<file path="src/rtl/pmm_result_reader_if.sv">
// Bundle of PMM result channels and the CPU read port.
// The PMMs and the CPU sit on the master side; the reader sits on the slave side.
interface pmm_result_reader_if #(
  parameter int RES_W = 30
);
  logic [3:0]         res_valid;
  logic [4*RES_W-1:0] res_data;
  logic [3:0]         res_ready;
  logic [31:0]        daddr;
  logic               dre;
  logic [31:0]        drdata;

  modport master (
    output res_valid,
    output res_data,
    output daddr,
    output dre,
    input  res_ready,
    input  drdata
  );

  modport slave (
    input  res_valid,
    input  res_data,
    input  daddr,
    input  dre,
    output res_ready,
    output drdata
  );
endinterface

</file>
<file path="src/rtl/pmm_result_reader.sv">
// Collects match results from PMM0..PMM3, arbitrates them round-robin into a
// small FIFO and serves CPU reads of status, FIFO head and accepted counter.
module pmm_result_reader #(
  parameter int RES_W = 30,
  parameter int DEPTH = 8
) (
  input logic              clk,
  input logic              rst_n,
  pmm_result_reader_if.slave bus
);

  localparam int          AW         = $clog2(DEPTH);
  localparam logic [4:0]  COUNT_FULL = 5'(DEPTH);
  localparam logic [29:0] ADDR_STATUS   = 30'd4;
  localparam logic [29:0] ADDR_RESULT   = 30'd5;
  localparam logic [29:0] ADDR_ACCEPTED = 30'd6;

  // FIFO storage and bookkeeping
  logic [31:0]   mem [DEPTH];
  logic [AW-1:0] rd_ptr_reg;
  logic [AW-1:0] wr_ptr_reg;
  logic [4:0]    count_reg;
  logic [1:0]    rr_ptr_reg;
  logic [15:0]   accepted_reg;
  logic [31:0]   drdata_reg;

  // Arbitration
  logic [1:0]  cand_id   [4];
  logic [3:0]  rot_valid;
  logic [29:0] payload   [4];
  logic        can_push;
  logic        grant_any;
  logic [1:0]  grant_id;
  logic [31:0] push_entry;
  logic        push;

  // CPU read side
  logic [29:0] word_addr;
  logic        is_status;
  logic        is_result;
  logic        is_accepted;
  logic        empty;
  logic        full;
  logic        pop;
  logic [31:0] status_word;
  logic [31:0] rd_word;
  logic        unused_addr_bits;

  assign unused_addr_bits = ^bus.daddr[1:0];

  // Candidate k is the PMM that sits k places after rr_ptr; rot_valid is the
  // request vector rotated so that index 0 has the highest priority.
  generate
    for (genvar gi = 0; gi < 4; gi++) begin : g_cand
      assign cand_id[gi]   = rr_ptr_reg + 2'(gi);
      assign rot_valid[gi] = bus.res_valid[cand_id[gi]];
      assign payload[gi]   = 30'(bus.res_data[gi*RES_W +: RES_W]);
    end
  endgenerate

  // Full is judged on the registered count only, so a pop in the same cycle
  // never opens a slot early. Nothing is granted while reset is asserted.
  assign full      = (count_reg == COUNT_FULL);
  assign empty     = (count_reg == 5'd0);
  assign can_push  = rst_n && !full;
  assign grant_any = can_push && (|rot_valid);
  assign push      = grant_any;

  // Pick the lowest rotated index that is requesting.
  always_comb begin
    grant_id = 2'd0;
    for (int k = 3; k >= 0; k--) begin
      if (rot_valid[k]) begin
        grant_id = cand_id[k];
      end
    end
  end

  assign bus.res_ready = grant_any ? (4'b0001 << grant_id) : 4'b0000;
  assign push_entry    = {grant_id, payload[grant_id]};

  // Address decode of the CPU word address
  assign word_addr   = bus.daddr[31:2];
  assign is_status   = (word_addr == ADDR_STATUS);
  assign is_result   = (word_addr == ADDR_RESULT);
  assign is_accepted = (word_addr == ADDR_ACCEPTED);
  assign pop         = bus.dre && is_result && !empty;

  assign status_word = {20'd0, bus.res_valid, 1'b0, full, empty, count_reg};

  // Select the word returned for the current read address.
  always_comb begin
    rd_word = 32'd0;
    if (is_status) begin
      rd_word = status_word;
    end else if (is_result) begin
      rd_word = empty ? 32'd0 : mem[rd_ptr_reg];
    end else if (is_accepted) begin
      rd_word = {16'd0, accepted_reg};
    end
  end

  // Entry storage: no reset, stale contents are hidden by count.
  always_ff @(posedge clk) begin
    if (push) begin
      mem[wr_ptr_reg] <= push_entry;
    end
  end

  // FIFO pointers and occupancy; push and pop together leave count unchanged.
  always_ff @(posedge clk or negedge rst_n) begin
    if (!rst_n) begin
      rd_ptr_reg <= '0;
      wr_ptr_reg <= '0;
      count_reg  <= 5'd0;
    end else begin
      if (push) begin
        wr_ptr_reg <= wr_ptr_reg + 1'b1;
      end
      if (pop) begin
        rd_ptr_reg <= rd_ptr_reg + 1'b1;
      end
      case ({push, pop})
        2'b10:   count_reg <= count_reg + 5'd1;
        2'b01:   count_reg <= count_reg - 5'd1;
        default: count_reg <= count_reg;
      endcase
    end
  end

  // Round-robin pointer moves just past the PMM that was served.
  always_ff @(posedge clk or negedge rst_n) begin
    if (!rst_n) begin
      rr_ptr_reg <= 2'd0;
    end else if (push) begin
      rr_ptr_reg <= grant_id + 2'd1;
    end
  end

  // Free-running count of accepted results, wraps at 16 bits.
  always_ff @(posedge clk or negedge rst_n) begin
    if (!rst_n) begin
      accepted_reg <= 16'd0;
    end else if (push) begin
      accepted_reg <= accepted_reg + 16'd1;
    end
  end

  // Read data register: loads on every read strobe and holds otherwise.
  always_ff @(posedge clk or negedge rst_n) begin
    if (!rst_n) begin
      drdata_reg <= 32'd0;
    end else if (bus.dre) begin
      drdata_reg <= rd_word;
    end
  end

  assign bus.drdata = drdata_reg;

endmodule
</file>
<file path="src/flat_wrapper.sv">
// flat-port wrapper written by rule: the top's interface ports become plain ports
module pmm_result_reader_flat 
#(
  parameter int RES_W = 30,
  parameter int DEPTH = 8
)
  (clk, rst_n, bus_res_valid, bus_res_data, bus_daddr, bus_dre, bus_res_ready, bus_drdata);
  pmm_result_reader_if #(.RES_W(RES_W)) bus_i ();
  input logic clk;
  input logic rst_n;
  input wire logic [$bits(bus_i.res_valid)-1:0] bus_res_valid;
  input wire logic [$bits(bus_i.res_data)-1:0] bus_res_data;
  input wire logic [$bits(bus_i.daddr)-1:0] bus_daddr;
  input wire logic [$bits(bus_i.dre)-1:0] bus_dre;
  output wire logic [$bits(bus_i.res_ready)-1:0] bus_res_ready;
  output wire logic [$bits(bus_i.drdata)-1:0] bus_drdata;
  assign bus_i.res_valid = bus_res_valid;
  assign bus_i.res_data = bus_res_data;
  assign bus_i.daddr = bus_daddr;
  assign bus_i.dre = bus_dre;
  assign bus_res_ready = bus_i.res_ready;
  assign bus_drdata = bus_i.drdata;
  pmm_result_reader #(.RES_W(RES_W), .DEPTH(DEPTH)) u_core (.clk(clk), .rst_n(rst_n), .bus(bus_i));
endmodule
</file>
<file path="config.mk">
export PLATFORM = sky130hd
export DESIGN_NAME = pmm_result_reader_flat
export DESIGN_NICKNAME = d
export VERILOG_FILES = /design/src/rtl/pmm_result_reader_if.sv /design/src/rtl/pmm_result_reader.sv /design/src/flat_wrapper.sv
export SDC_FILE = /design/constraint.sdc
export NUM_CORES = 1
export LEC_CHECK = 0
export CAP_MARGIN = 25
export CORE_ASPECT_RATIO = 2
export CORE_MARGIN = 3
export CORE_UTILIZATION = 35
export DETAILED_ROUTE_END_ITERATION = 7
export PLACE_DENSITY = 0.62
export SYNTH_ARGS = -nofsm -noshare
export SYNTH_HDL_FRONTEND = slang
export SYNTH_SLANG_ARGS = --single-unit
</file>
<file path="constraint.sdc">
create_clock -name clk -period 5.59 [get_ports clk]
set_clock_uncertainty 0.05 [all_clocks]
set_input_delay 0.559 -clock clk [delete_from_list [all_inputs] [get_ports clk]]
set_output_delay 0.559 -clock clk [all_outputs]
set_load 0.005 [all_outputs]
</file>
# --- After elaboration in Yosys (flattened, before gate mapping) ---
# Memories as Yosys holds them, arrays and structs flattened.
# Cells that the tools add are included.
classes:
  add_sub_neg: 9
  magnitude_cmp: 5
  eq_ne: 6
  shifts: 1
  mux: 23
  bitwise: 1
  n_reduce_logical: 9
op_table:
  columns: ["cell", "n"]
  rows:
  - ["$mux W32", 3]
  - ["$eq A30 B3 Y1 const B", 3]
  - ["$bmux W30 S2", 1]
  - ["$mux W30", 2]
  - ["$add A16 B1 Y16 const B", 1]
  - ["$mux W16", 1]
  - ["$lt A2 B3 Y1 const B", 4]
  - ["$pmux W5 S2", 1]
  - ["$bmux W1 S2", 4]
  - ["$mux W2", 4]
  - ["$add A3 B1 Y3 const B", 2]
  - ["$mux W1", 6]
  - ["$add A5 B1 Y5 const B", 1]
  - ["$eq A5 B4 Y1 const B", 1]
  - ["$logic_not A5 Y1", 1]
  - ["$sub A5 B1 Y5 const B", 1]
  - ["$add A2 B1 Y2 const B", 2]
  - ["$add A2 B2 Y2 const B", 2]
  - ["$logic_and A1 B1 Y1", 4]
  - ["$mux W4", 1]
  - ["$reduce_or A4 Y1", 1]
  - ["$shl A1 B2 Y4 const A", 1]
  - ["$ge A3 B3 Y1 const B", 1]
  - ["$not A2 Y3", 1]
  - ["other kinds (4)", 5]
totals:
  ff_bits: 61
  mem_bits_rw: 256
  inputBits: 159
  out_inout_bits: 36
  word_cells: 61
  n_memories: 1
memory_table:
  columns: ["memory", "depth", "width", "read_ports", "rd_ports_with_merged_regs", "wr", "line", "source"]
  rows:
  - ["u_core.mem", 8, 32, 1, 0, 1, "pmm_result_reader.sv:19", "logic [31:0] mem [DEPTH];"]

# --- Depth between registers and ports, before layout ---
logic_depth:
  ltp_word: 11
  depth_mapped: 15
  mapped_depth_nobuf: 13

# --- Worst setup path before layout ---
# No wires, ideal clock.
synth_timing:
  path_type: "input port to flip-flop"
  startpoint: "input bus_res_valid[2]"
  endpoint: "memory u_core.mem[2][0], enable pin"
  setup_ps: 513
  arrival_ps: 4625
  t_required_ps: 5027
  path_slack_ps: 402
  cell_stages: 5
  path_buffers: 1
  path_cell_list: "o41ai_1 a31oi_1 clkbuf_1 inv_1 nor4b_1"
synth_via:
  elab_chain_len: 6
  word_cells_on_any_way: 12
  classes_between: "mux (10); reduce/logical (2)"
synth_rtl:
  columns: ["item", "line", "source"]
  rows:
  - ["start: declaration", "flat_wrapper.sv:11", "input wire logic [$bits(bus_i.res_valid)-1:0] bus_res_valid;"]
  - ["$bmux W1 S2", "pmm_result_reader.sv:56", "assign rot_valid[gi] = bus.res_valid[cand_id[gi]];"]
  - ["$mux W1 (implied by the code)", "pmm_result_reader.sv:56", null]
  - ["$reduce_or A4 Y1 (*)", "pmm_result_reader.sv:66", "assign grant_any = can_push && (|rot_valid);"]
  - ["$logic_and A1 B1 Y1 (*)", "pmm_result_reader.sv:66", null]
  - ["$mux W1 (*)", "pmm_result_reader.sv:105", "if (push) begin"]
  - ["$mux W1 (implied by the code) (*)", "pmm_result_reader.sv:106", "mem[wr_ptr_reg] <= push_entry;"]
  - ["end: declaration", "pmm_result_reader.sv:19", null]
# Every way passes the cells marked *; elsewhere a longest branch is shown, timed or not. The select of a mux whose other input is x is not followed.

# --- Worst setup path after layout ---
layout_timing:
  startpoint: "input bus_res_valid[0]"
  endpoint: "output bus_res_ready[3]"
layout_via:
  elab_chain_len: 8
  word_cells_on_any_way: 16
  classes_between: "shift (1); mux (13); reduce/logical (2)"
layout_rtl:
  columns: ["item", "line", "source"]
  rows:
  - ["$bmux W1 S2", "pmm_result_reader.sv:56", null]
  - ["$mux W1 (implied by the code)", "pmm_result_reader.sv:56", null]
  - ["$mux W2 (3 in a row)", "pmm_result_reader.sv:73", "if (rot_valid[k]) begin"]
  - ["$mux W2 (*)", "pmm_result_reader.sv:73", null]
  - ["via u_core.grant_id[0]", "pmm_result_reader.sv:33", "logic [1:0] grant_id;"]
  - ["$shl A1 B2 Y4 (*)", "pmm_result_reader.sv:79", "assign bus.res_ready = grant_any ? (4'b0001 << grant_id) : 4'b0000;"]
  - ["$mux W4 (*)", "pmm_result_reader.sv:79", null]
  - ["end: declaration", "flat_wrapper.sv:15", "output wire logic [$bits(bus_i.res_ready)-1:0] bus_res_ready;"]
# Mark *: on every way through the listed nets, which the timed path passes. The rest lies on a longest branch. The select of a mux whose other input is x is not followed.

==> impl_metrics.csv <==
group,metric,value,unit
die,design.die.area,41400,µm²
clocking,h-tree-depth,1,
grt,grt_pass1_vias,8211,
clocking,clkSinkCount,317,
critical_path,cpPeakStageDelay,0.60,ns
grt,antenna_found_initial,0,
pwr,peakVddDrop,0.272,mV
clocking,cts_root_buf,"clkbuf_16",
timing,tightestPinTransition,0.929,ns
layout,fin_nets,1135,
synthesis,synth_warnings,0,
synthesis,synth_top_cell_by_area,"edfxtp_1",
critical_path,crit_path_end,"bus_res_ready[3]",
layout,diodes,0,
timing,final-hold-violation-count,0,
clocking,clock_path_buffers,3,
die,start_util,35.6,%
placement,place_ws,1.40,ns
layout,fin_area,17100,µm²
layout,largest_reg_flops,256,
synthesis,synth.distinct_cells,48,
synthesis,synth-edff-count,256,
clocking,cts_tree,"yes",
timing,period_share,67.8,%
placement,dp_hpwl,21.0,mm
status,outcome,"finished clean",
placement,postPlaceCellArea,16200,µm²
critical_path,path_max_fanout,36,
detailed_routing,drt_iter0_drc,414,
layout,mostFrequentLayoutCells,"edfxtp_1, clkdlybuf4s50_1, mux2i_1, mux4_2, dfrtp_1",
critical_path,critical_path_class,"in -> out",
grt,grt_pass1_wl,48.3,mm
timing,fin_crit,3.79,ns
pwr,power_density,378,nW/µm²
pwr,leakage,5.92,nW
synthesis,synth_fp_nets,937,
synthesis,ys_async_sr_fraction,19.2,%
clocking,cts_resized,0,
job,cap_violations,0,
clocking,clock_latency,0.54,ns
timing,fin_setup_tns,0,ns
critical_path,critPathArrivalTime,3.18,ns
die,dieWidth,145,µm
synthesis,netlist_area,13600,µm²
grt,grt_overflow,0,
grt,grt_max_degree,49,
synthesis,synth-main-ff-cell,"edfxtp_1",
placement,placed_cells,1451,
detailed_routing,vias,7608,
detailed_routing,wl_per_cell,21.0,µm
synthesis,synth_area_leaders,"edfxtp_1, dfrtp_1, mux4_2",
die,pin_count,195,
timing,drv_slew,0,
critical_path,endpoint_kind,"output pin",
synthesis,synth.top_cell.area_share,56.5,%
critical_path,slowest_stage,"clkdlybuf4s50_1",
timing,fin_ws,1.80,ns
critical_path,crit_start,"bus_res_valid[0]",
critical_path,r2r_cells,13,
die,fp.dieH,285,µm
die,fp-row-count,101,
timing,setup_viol,0,
timing,slew_headroom,37.9,%
pwr,p_total,0.00648,W
clocking,numCtsBuffers,27,
layout,layoutNonFillerInstCount,1501,
synthesis,synthCells,768,
critical_path,crit_chain,"clkdlybuf4s50_1 > nor3b_1 > a211o_4 > inv_1 > ha_1 > and2_1 > clkdlybuf4s50_1",
critical_path,crit_path_start_kind,"input pin",
placement,place_congestion,0.801,
synthesis,synth_seq_cells,317,
critical_path,cp.required,4.98,ns
die,coreArea,38200,µm²
detailed_routing,drt_drc_violations_left,0,
critical_path,rrSetupSlack,2.20,ns
critical_path,r2r_end,"u_core.count_reg[4]",
layout,layout_commonest_cell,"edfxtp_1",
critical_path,r2r_start,"u_core.count_reg[2]",
layout,drive_gt1_share,15.8,%
synthesis,synth-seq-area-share,67.7,%
layout,area_delta_synth_final,25.9,%
detailed_routing,vias_per_cell,5.07,
hold_path,hold_class,"in -> async",
detailed_routing,wirelength,31.5,mm
clocking,clkTransAtPathRegs,0.06,ns
layout,fill_cells,3413,
timing,rsz0062_at_grt,"false",
placement,numPortBuffers,192,
synthesis,avgSynthCellArea,17.7,µm²
grt,gr-usage-all-layers,15.0,%
critical_path,path_common_cell,"clkdlybuf4s50_1",
timing,max_freq,264,MHz
detailed_routing,ant_nets,0,
detailed_routing,first_pass_iters,4,
cells by family after synthesis:
kind of cell             share of synthesized area, %
AND/OR/NAND/NOR                                  3.86
multiplexers                                     20.0
AO/OA/AOI/OAI                                    3.89
adder cells (fa/ha/maj)                         0.920
buffers and inverters                            2.01
flip-flops                                       67.7
XOR/XNOR                                         1.61
cell usage after synthesis, types with 11 or more instances:
master    count
o221a_1      11
mux4_2       64
dfrtp_1      61
edfxtp_1    256
nor2_1       16
o31ai_1      16
clkbuf_1     23
o221ai_1     11
mux2i_1     123
buf_2        14
nand2_1      29
xnor2_1      18
worst min-delay path by stage:
stage / end / slack, ns / cells past startpoint
finish: u_core.bus.drdata[7] / 0.39 / 2
global route: u_core.bus.drdata[17] / 0.41 / 2
CTS: u_core.bus.drdata[20] / 0.39 / 2
detailed placement: u_core.bus.drdata[13] / 0.40 / 1
global placement: u_core.bus.drdata[12] / 0.40 / 1
floorplan: u_core.accepted_reg[0] / 0.21 / 0
stage by stage:
stage               hold WS [ns]  util, %
finish                     0.394     44.9
global route               0.405     44.9
detailed placement         0.402     42.4
CTS                        0.388     44.9
floorplan                  0.213        -
global placement           0.399     42.4
power by group:
| group | switching (W) | internal [W] | total (W) | leakage (nW) |
|---|---|---|---|---|
| registers | 0.000163 | 0.00315 | 0.00331 | 3.12 |
| clock network | 0.000832 | 0.00110 | 0.00193 | 0.438 |
| logic | 0.000738 | 0.000498 | 0.00124 | 2.37 |
timing repair:
item,4_1_cts,5_1_grt
endpoints found under the hold margin,13,0
buffers inserted,0,0
hold buffers,1,0
per-layer routing:
metal  wire length, µm  global-route usage (%)  vias to the layer above
met5                 0                       0                        -
met1             11700                    16.7                     3896
li1                  -                       -                     3478
met4               819                    4.87                        0
met3              1320                    2.29                       39
met2             17600                    29.2                      195
final cells by class:
class	instances	area, µm²	area share [%]
flip-flops and latches	317	9220	53.8
multi-input cells	390	4170	24.4
repair buffers	220	2130	12.4
clock buffers	31	711	4.15
well taps	515	644	3.76
clock inverters	18	210	1.23
inverters	10	37.5	0.219
critical path: cells and delay by family:
kind | cells | cell delay (ns)
buf+inv | 3 | 1.38
compound gates | 1 | 0.54
simple gates | 2 | 0.40
fa+ha+maj | 1 | 0.27
Note: power is estimated with default switching activity, not from simulation.
